$ cat config.mk
export PLATFORM = sky130hd
export DESIGN_NAME = axis_stemlab_sdr_dac
export DESIGN_NICKNAME = d
export VERILOG_FILES = /design/src/rtl/axis_stemlab_sdr_dac.sv
export SDC_FILE = /design/constraint.sdc
export NUM_CORES = 1
export LEC_CHECK = 0
export BUFFER_PORTS_ARGS = -buffer_cell sky130_fd_sc_hd__buf_2
export CAP_MARGIN = 10
export CORE_MARGIN = 2
export CORE_UTILIZATION = 58
export DETAILED_ROUTE_END_ITERATION = 10
export GPL_TIMING_DRIVEN = 0
export PLACE_DENSITY = 0.93
export SYNTH_ARGS = -nofsm -noshare
export SYNTH_HDL_FRONTEND = slang
export SYNTH_SLANG_ARGS = --single-unit
export TNS_END_PERCENT = 50
$ cat constraint.sdc
create_clock -name aclk -period 3.8 [get_ports aclk]
set_clock_uncertainty 0.15 [all_clocks]
set_input_delay 0.76 -clock aclk [delete_from_list [all_inputs] [get_ports aclk]]
set_output_delay 0.76 -clock aclk [all_outputs]
set_load 0.05 [all_outputs]
$ cat src/rtl/axis_stemlab_sdr_dac.sv
// ---------------------------------------------------------------------------
// axis_stemlab_sdr_dac
//
// Takes paired AXI-Stream samples (channel A and channel B) and drives the
// STEMlab/SDR dual DAC bus. The DAC bus is interleaved: A and B share one
// 14-bit data bus, and dac_sel selects the channel. So one A/B pair is
// consumed every two aclk cycles.
//
// After reset the DAC is held in reset for RST_CYCLES cycles. The block then
// waits for the first complete pair and streams from then on. If a pair is
// missing when it is due, that is an underrun. On an underrun the block
// either repeats the last pair or substitutes midscale, as set by
// UNDERRUN_ZERO.
//
// Parameters
//   RST_CYCLES     dac_rst hold length after reset release (1..255)
//   UNDERRUN_ZERO  0: repeat last pair on underrun, 1: output zero samples
//
// Ports
//   aclk             system clock, rising edge
//   areset           synchronous active-high reset
//   s_axis_a_tdata   channel A sample, two's complement
//   s_axis_a_tvalid  channel A valid
//   s_axis_a_tready  channel A ready (always equal to s_axis_b_tready)
//   s_axis_b_tdata   channel B sample, two's complement
//   s_axis_b_tvalid  channel B valid
//   s_axis_b_tready  channel B ready
//   dac_dat          interleaved DAC word, board format
//   dac_sel          1 = dac_dat carries A, 0 = B
//   dac_wrt          write strobe, high while dac_dat is valid
//   dac_rst          DAC reset, active-high
//   underrun         one-cycle pulse per missed pair
//   underrun_cnt     saturating count of missed pairs
//
// state    | meaning
// ---------+-----------------------------------------------------------
// RST_HOLD | DAC held in reset, counting RST_CYCLES after release
// PRIME    | DAC idle at midscale, waiting for the first A/B pair
// RUN      | interleaving A (PH_A) and B (PH_B); pair slot on PH_B
// ---------------------------------------------------------------------------
module axis_stemlab_sdr_dac #(
   parameter int unsigned RST_CYCLES    = 16,
   parameter bit          UNDERRUN_ZERO = 1'b0
) (
   input  logic        aclk,
   input  logic        areset,
   input  logic [15:0] s_axis_a_tdata,
   input  logic        s_axis_a_tvalid,
   output logic        s_axis_a_tready,
   input  logic [15:0] s_axis_b_tdata,
   input  logic        s_axis_b_tvalid,
   output logic        s_axis_b_tready,
   output logic [13:0] dac_dat,
   output logic        dac_sel,
   output logic        dac_wrt,
   output logic        dac_rst,
   output logic        underrun,
   output logic [15:0] underrun_cnt
);

   typedef enum logic [1:0] {
      RST_HOLD = 2'd0,
      PRIME    = 2'd1,
      RUN      = 2'd2
   } state_t;

   typedef enum logic {
      PH_A = 1'b0,
      PH_B = 1'b1
   } phase_t;

   localparam logic [13:0] DAC_MID  = 14'h1FFF;
   localparam logic [7:0]  RST_LAST = 8'(RST_CYCLES - 1);
   localparam logic [15:0] CNT_MAX  = 16'hFFFF;

   state_t      state;
   phase_t      phase;
   logic [7:0]  rst_cnt;

   // The two LSBs are dropped when a sample is taken. So the hold registers
   // keep only the bits that reach the DAC.
   logic [13:0] hold_a;
   logic [13:0] hold_b;

   logic        both_valid;
   logic        pair_slot;
   logic        pair_xfer;
   logic        pair_miss;
   logic [15:0] underrun_cnt_nxt;

   logic        unused_lsbs;
   assign unused_lsbs = ^{s_axis_a_tdata[1:0], s_axis_b_tdata[1:0]};

   // Board format: the sign bit passes through and the magnitude bits are
   // inverted. So 0 maps to midscale 14'h1FFF.
   function automatic logic [13:0] conv(input logic [13:0] h);
      return {h[13], ~h[12:0]};
   endfunction

   assign both_valid = s_axis_a_tvalid & s_axis_b_tvalid;
   assign pair_slot  = (state == PRIME) || ((state == RUN) && (phase == PH_B));
   assign pair_xfer  = both_valid & pair_slot;
   assign pair_miss  = (state == RUN) && (phase == PH_B) && !both_valid;

   // The readies depend on both valids. So a lone sample is never consumed
   // and the two channels stay aligned.
   assign s_axis_a_tready = pair_xfer;
   assign s_axis_b_tready = pair_xfer;

   always_comb begin
      underrun_cnt_nxt = underrun_cnt;
      if (pair_miss && (underrun_cnt != CNT_MAX)) begin
         underrun_cnt_nxt = underrun_cnt + 16'd1;
      end
   end

   always_ff @(posedge aclk) begin
      if (areset) begin
         state        <= RST_HOLD;
         phase        <= PH_A;
         rst_cnt      <= 8'd0;
         hold_a       <= 14'd0;
         hold_b       <= 14'd0;
         underrun     <= 1'b0;
         underrun_cnt <= 16'd0;
         dac_rst      <= 1'b1;
         dac_wrt      <= 1'b0;
         dac_dat      <= DAC_MID;
         dac_sel      <= 1'b0;
      end else begin
         underrun     <= pair_miss;
         underrun_cnt <= underrun_cnt_nxt;

         case (state)
            RST_HOLD: begin
               dac_dat <= DAC_MID;
               dac_sel <= 1'b0;
               if (rst_cnt == RST_LAST) begin
                  state   <= PRIME;
                  dac_rst <= 1'b0;
                  dac_wrt <= 1'b1;
               end else begin
                  rst_cnt <= rst_cnt + 8'd1;
               end
            end

            PRIME: begin
               dac_dat <= DAC_MID;
               dac_sel <= 1'b0;
               dac_wrt <= 1'b1;
               if (pair_xfer) begin
                  hold_a <= s_axis_a_tdata[15:2];
                  hold_b <= s_axis_b_tdata[15:2];
                  state  <= RUN;
                  phase  <= PH_A;
               end
            end

            RUN: begin
               dac_wrt <= 1'b1;
               if (phase == PH_A) begin
                  dac_dat <= conv(hold_a);
                  dac_sel <= 1'b1;
                  phase   <= PH_B;
               end else begin
                  // B is still taken from the old hold_b. The new pair
                  // lands at the next edge, one cycle ahead of its A slot.
                  dac_dat <= conv(hold_b);
                  dac_sel <= 1'b0;
                  phase   <= PH_A;
                  if (pair_xfer) begin
                     hold_a <= s_axis_a_tdata[15:2];
                     hold_b <= s_axis_b_tdata[15:2];
                  end else if (UNDERRUN_ZERO) begin
                     hold_a <= 14'd0;
                     hold_b <= 14'd0;
                  end
               end
            end

            default: begin
               state <= RST_HOLD;
            end
         endcase
      end
   end

endmodule

Word-level counts from Yosys, hierarchy flattened
Cells that the tools add are included.
Widths: inputs -> output; s select.
{"block": "totals", "inputBits": 36, "regBits": 73, "output_inout_bits": 36}
{"block": "op_classes", "addsub": 2, "eq_ne": 7, "reduce_logical": 17, "bitwise": 6, "n_mux": 17}
{"operator": "$pmux 14 s2", "n": 3}
{"operator": "$mux 14", "n": 5}
{"operator": "$not 13->13", "n": 2}
{"operator": "$add 16x1->16 const B", "n": 1}
{"operator": "$ne 16x16->1 const B", "n": 1}
{"operator": "$reduce_and 2->1", "n": 5}
{"operator": "$add 8x1->8 const B", "n": 1}
{"operator": "$eq 8x4->1 const B", "n": 1}
{"operator": "$ne 2x2->1 const B", "n": 3}
{"operator": "$pmux 1 s2", "n": 3}
{"operator": "$pmux 2 s3", "n": 1}
{"operator": "$reduce_bool 2->1", "n": 3}
{"operator": "$mux 2", "n": 2}
{"operator": "$reduce_or 2->1", "n": 2}
{"operator": "$logic_and 1x1->1", "n": 3}
{"operator": "$mux 1", "n": 3}
{"operator": "$reduce_and 3->1", "n": 1}
{"operator": "$and 1x1->1", "n": 2}
{"operator": "$eq 2x1->1 const B", "n": 1}
{"operator": "$eq 2x2->1 const B", "n": 1}
{"operator": "$logic_not 2->1", "n": 1}
{"operator": "$not 1->1", "n": 2}
{"operator": "$logic_not 1->1", "n": 1}
{"operator": "$logic_or 1x1->1", "n": 1}

Logic depth before layout (Yosys ltp)
{"block": "logic_depth", "word_depth": 7, "ltp_mapped": 9}

Least setup slack after synthesis
No wires, ideal clock.
{"block": "synth_timing", "kind": "input -> output", "startpoint": "input port s_axis_a_tvalid", "endpoint": "output port s_axis_b_tready", "arrival_time_ns": 2.058, "path_stages": 4, "setup_slack_ns": 0.832, "path_cell_list": "nand2_1 buf_2 nor2_1 buf_4"}
{"block": "synth_via", "elab_chain_len": 2}
{"item": "start, declared", "line": "48", "text": "input logic s_axis_a_tvalid,"}
{"item": "$and 1x1->1", "line": "100", "text": "assign both_valid = s_axis_a_tvalid & s_axis_b_tvalid;"}
{"item": "$and 1x1->1", "line": "102", "text": "assign pair_xfer = both_valid & pair_slot;"}
{"item": "end, declared", "line": "52", "text": "output logic s_axis_b_tready,"}
No other way between the ends.

Final worst setup path
{"block": "layout_timing", "startpoint": "register state[0]", "endpoint": "output port s_axis_b_tready"}
{"block": "layout_via", "elab_chain_len": 4}
{"item": "start, declared", "line": "76", "text": "state_t state;"}
{"item": "start signal, assigned", "line": "119", "text": "state <= RST_HOLD;"}
{"item": "start signal, assigned", "line": "139", "text": "state <= PRIME;"}
{"item": "start signal, assigned", "line": "154", "text": "state <= RUN;"}
{"item": "$eq 2x2->1", "line": "101", "text": "assign pair_slot = (state == PRIME) || ((state == RUN) && (phase == PH_B));"}
{"item": "$logic_and 1x1->1", "line": "101"}
{"item": "$logic_or 1x1->1 *", "line": "101"}
{"item": "$and 1x1->1 *", "line": "102"}
Every way passes the cells marked *; elsewhere a longest branch is shown, timed or not.

==> results by stage <==
Outcome:
- The flow ran to the end, and the final reports show no timing, DRC or antenna violations.

Global route:
- The global-route wire length before repair is 12.8 mm.
- For this run, the total global-route usage over all layers was measured as 26.3%.
- The pin count of the biggest net entering global routing is 13.
- The number of antenna violations at the first check in global routing is 0.
- After global routing the overflow that remains totals 0.
- The via count of the first global-routing pass is 2935.

Setup path:
- The worst setup path is launched from a flip-flop.
- Of all nets on the critical path, the largest fanout is 10.
- For the worst flop-to-flop path, the logic depth is 8.
- The critical path start-end classification is reg -> out.
- The source of the critical timing path is state[0].
- STA classifies the critical path endpoint as an output pin.
- The start of the worst register-to-register path is state[0].
- The cell with the most instances on the worst path is nor2_1.
- In this design, the stage delay of the slowest critical-path cell is 0.43 ns.
- In this run the critical register-to-register path is captured at hold_a[4].
- Among all stages on the critical path, the largest delay is contributed by dfxtp_1.
- For the worst setup path, the data required time is 2.89 ns.
- The register-to-register setup slack is 1.52 ns.
- The cell family contributing the most delay on the critical path is buffers and inverters.
- Together, buffers and inverters on the worst path number 4.
- Traced cell by cell, the critical path runs through inv_1 > ha_1 > and2_4 > buf_6 > nor2_1 > nor2_1 > buf_4 > buf_2.
- The endpoint arrival time on the critical path is 1.93 ns.

Clocking:
- In this run, post-CTS hold repair placed 0 buffers.
- Counting the buffers created by CTS gives 9.
- The clock transition at the registers of the reported paths is 0.07 ns.
- The H-tree generated during clock tree synthesis spans 3 levels.
- Counting along the longest clock path gives a buffer depth of 2.
- The tree built by TritonCTS fans out to 73 sinks.
- The clock tree from TritonCTS is done.
- After clock tree synthesis, the setup repair step added 0 buffers.
- The number of gates resized after CTS is 0.
- The clock reaches the later pin of the worst-skew pair after 0.34 ns.
- The root cell of the clock tree is clkbuf_8.

Timing:
- The tightest hold path in the finished design has a slack of 0.305 ns.
- The max-slew violation count came to 0.
- The highest achievable clock rate is 352 MHz.
- The setup TNS after final layout is 0 ns.
- The setup violation total in the final timing report is 0.
- The remaining max-slew budget at the tightest pin is 62.1%.
- Once routing completed, OpenROAD measured the worst setup slack at 0.957 ns.
- The hold violation total from the final report is 0.
- For the pin with the worst max-slew slack, the measured transition is 0.569 ns.
- The worst path needs 2.84 ns of the cycle, external delays included.
- Setup repair after global routing left no endpoint under its margin.
- The final critical path takes up 74.8% of the cycle.

Synthesis:
- The distinct cell type count after synthesis is 44.
- The total nets after synthesis is 416.
- The total number of yosys warnings is 0.
- After synthesis the netlist holds a flip-flop and latch count of 73.
- Among all flip-flop cells after synthesis, the most frequent one is dfxtp_1.
- The synthesized area per cell is 8.68 µm².
- The top-area cell type share of the netlist area is 45.1%.
- The commonest cells after synthesis are dfxtp_1, nand2_1, a21oi_1.
- In this run the cell area of the synthesized design comes to 3240 µm².
- The share of the Yosys chip area taken by registers is 45.1%.
- The most frequent cell after synthesis is dfxtp_1.
- For this run, asynchronously set or reset flops after synthesis account for 0%.
- Synthesis handed over a netlist of 373 instances.
- In this run, synthesis inferred 0 flip-flops with an integrated enable.
- In the post-synthesis netlist, the biggest area contributors are dfxtp_1, nand2_1, a21oi_1, mux2i_1, nand2b_1.
- The cell type contributing the most total cell area after synthesis is dfxtp_1.

Place:
- The global placer's final weighted congestion is 0.911.
- Prior to clock tree synthesis, the placed netlist has a worst setup slack of 1.20 ns.
- After legalization and detailed placement, the total HPWL measured 5.57 mm.
- The count of buffers from port buffering is 66.

Hold path:
- The worst min-delay path endpoint is hold_a[13].
- The start point of the worst hold path is hold_a[13].
- The tightest min-delay check is of the reg -> reg type.
- The worst hold path passes through 2 cells.

Finish:
- The final core area utilization is 71.2%.
- The net count of the finished layout is 493.
- The fraction of layout cells with a size suffix above 1 is 23.5%.
- 0 antenna diodes ended up in the layout.
- Compared with the post-synthesis result, the final layout area differs by 19.5%.

Power and ir drop:
- Across the VDD grid, the largest voltage drop is 0.000223 V.
- The analysis attributes to cell leakage a power of 0.00144 µW.
- For this design the ratio of total power to cell area is 378 nW/µm².

Routing:
- The detailed-route DRC error count is 0.
- The count of antenna-violating nets left after detailed routing is 0.
- The number of violations reported at the end of detailed-routing iteration 0 is 192.
- After detailed routing, the average wire length per cell comes to 14.6 µm.
- Using the TritonRoute via totals, the vias-per-cell ratio works out to 5.77.
- The first TritonRoute pass finished after 5 iterations.
- The total via count after detailed routing is 3040.
- The total routed wirelength is 7.70 mm.

Floorplan:
- In this run the core area contains 27 standard-cell rows.
- The height of the die is 78.7 µm.
- During I/O placement, the number of pins put on the boundary was 72.
- The floorplan die width is 78.7 µm.
- Once the floorplan was initialized, standard cells occupied 59.6% of the core.
- The die covers 6200 µm².
- After floorplanning, the core was sized to cover 5440 µm².

Job:
- The max-capacitance violation count is 0.
==> power by group <==
part           switching (µW)  internal [µW]
logic                    27.3           20.2
registers                3.52            767
clock network             277            366
total                     308           1150
==> how the worst max path moves through the flow <==
stage          slack (ns)              end  depth (start not counted)
6_report             0.96  s_axis_b_tready                          8
5_1_grt              0.84  s_axis_b_tready                          8
4_1_cts              0.96  s_axis_b_tready                          8
3_5_place_dp         1.20  s_axis_b_tready                          6
3_3_place_gp         1.20  s_axis_b_tready                          6
2_1_floorplan        0.83  s_axis_b_tready                          4
==> tightest hold or removal path: stages, from the launching register on <==
cell	delay, ns
dfxtp_1	0.31
nand2_1	0.05
a21oi_1	0.05
==> cell families after synthesis <==
logic type / Yosys count / share of synthesized area [%]
AND/OR/NAND/NOR: 159 / 24.5
AO/OA/AOI/OAI: 74 / 13.7
flip-flops: 73 / 45.1
buffers and inverters: 28 / 4.09
multiplexers: 25 / 8.00
XOR/XNOR: 7 / 1.89
adder cells (fa/ha/maj): 7 / 2.70
==> metrics by stage <==
step | area, µm² | cells | total power, µW
floorplan | 3240 | 373 | 810
global placement | 3660 | 511 | 833
detailed placement | 3660 | 511 | 835
CTS | 3870 | 527 | 1470
global route | 3870 | 527 | 1510
finish | 3870 | 527 | 1460
==> registers in the layout (all words and copies together), names as in the netlist <==
| name | flops |
|---|---|
| underrun_cnt | 16 |
| dac_dat | 14 |
| hold_a | 14 |
| hold_b | 14 |
| rst_cnt | 8 |
| state | 2 |
| dac_rst | 1 |
| dac_sel | 1 |
| dac_wrt | 1 |
| phase | 1 |
| underrun | 1 |
==> cell type report <==
cell class | count | area, µm²
Fill cell | 422 | 1570
Multi-Input combinational cell | 272 | 1650
Clock buffer | 10 | 128
Buffer | 22 | 110
Inverter | 6 | 22.5
Tap cell | 72 | 90.1
Clock inverter | 6 | 82.6
Timing Repair Buffer | 66 | 330
Sequential cell | 73 | 1460
==> metal layers <==
layer / GRT usage, % / wire [µm] / up-vias
li1: - / - / 1454
met4: 13.7 / 203 / 0
met5: 0 / 0 / -
met1: 31.6 / 3350 / 1437
met3: 3.98 / 477 / 23
met2: 45.6 / 3680 / 126
==> placed cells by master (no fill, tap or decap), types with 4 or more instances in the layout <==
master	n
nor2_1	26
clkbuf_1	11
buf_2	73
nand3_1	10
or4_1	4
and3_1	4
a21oi_1	39
mux2i_1	18
nand4_1	6
nor2b_1	8
nor4_1	5
nand2b_1	16
o22ai_1	13
nand2_1	67
inv_1	6
xor2_1	5
clkbuf_8	9
dfxtp_1	73
mux2_2	7
ha_1	7
(Power assumes the default switching activity.)
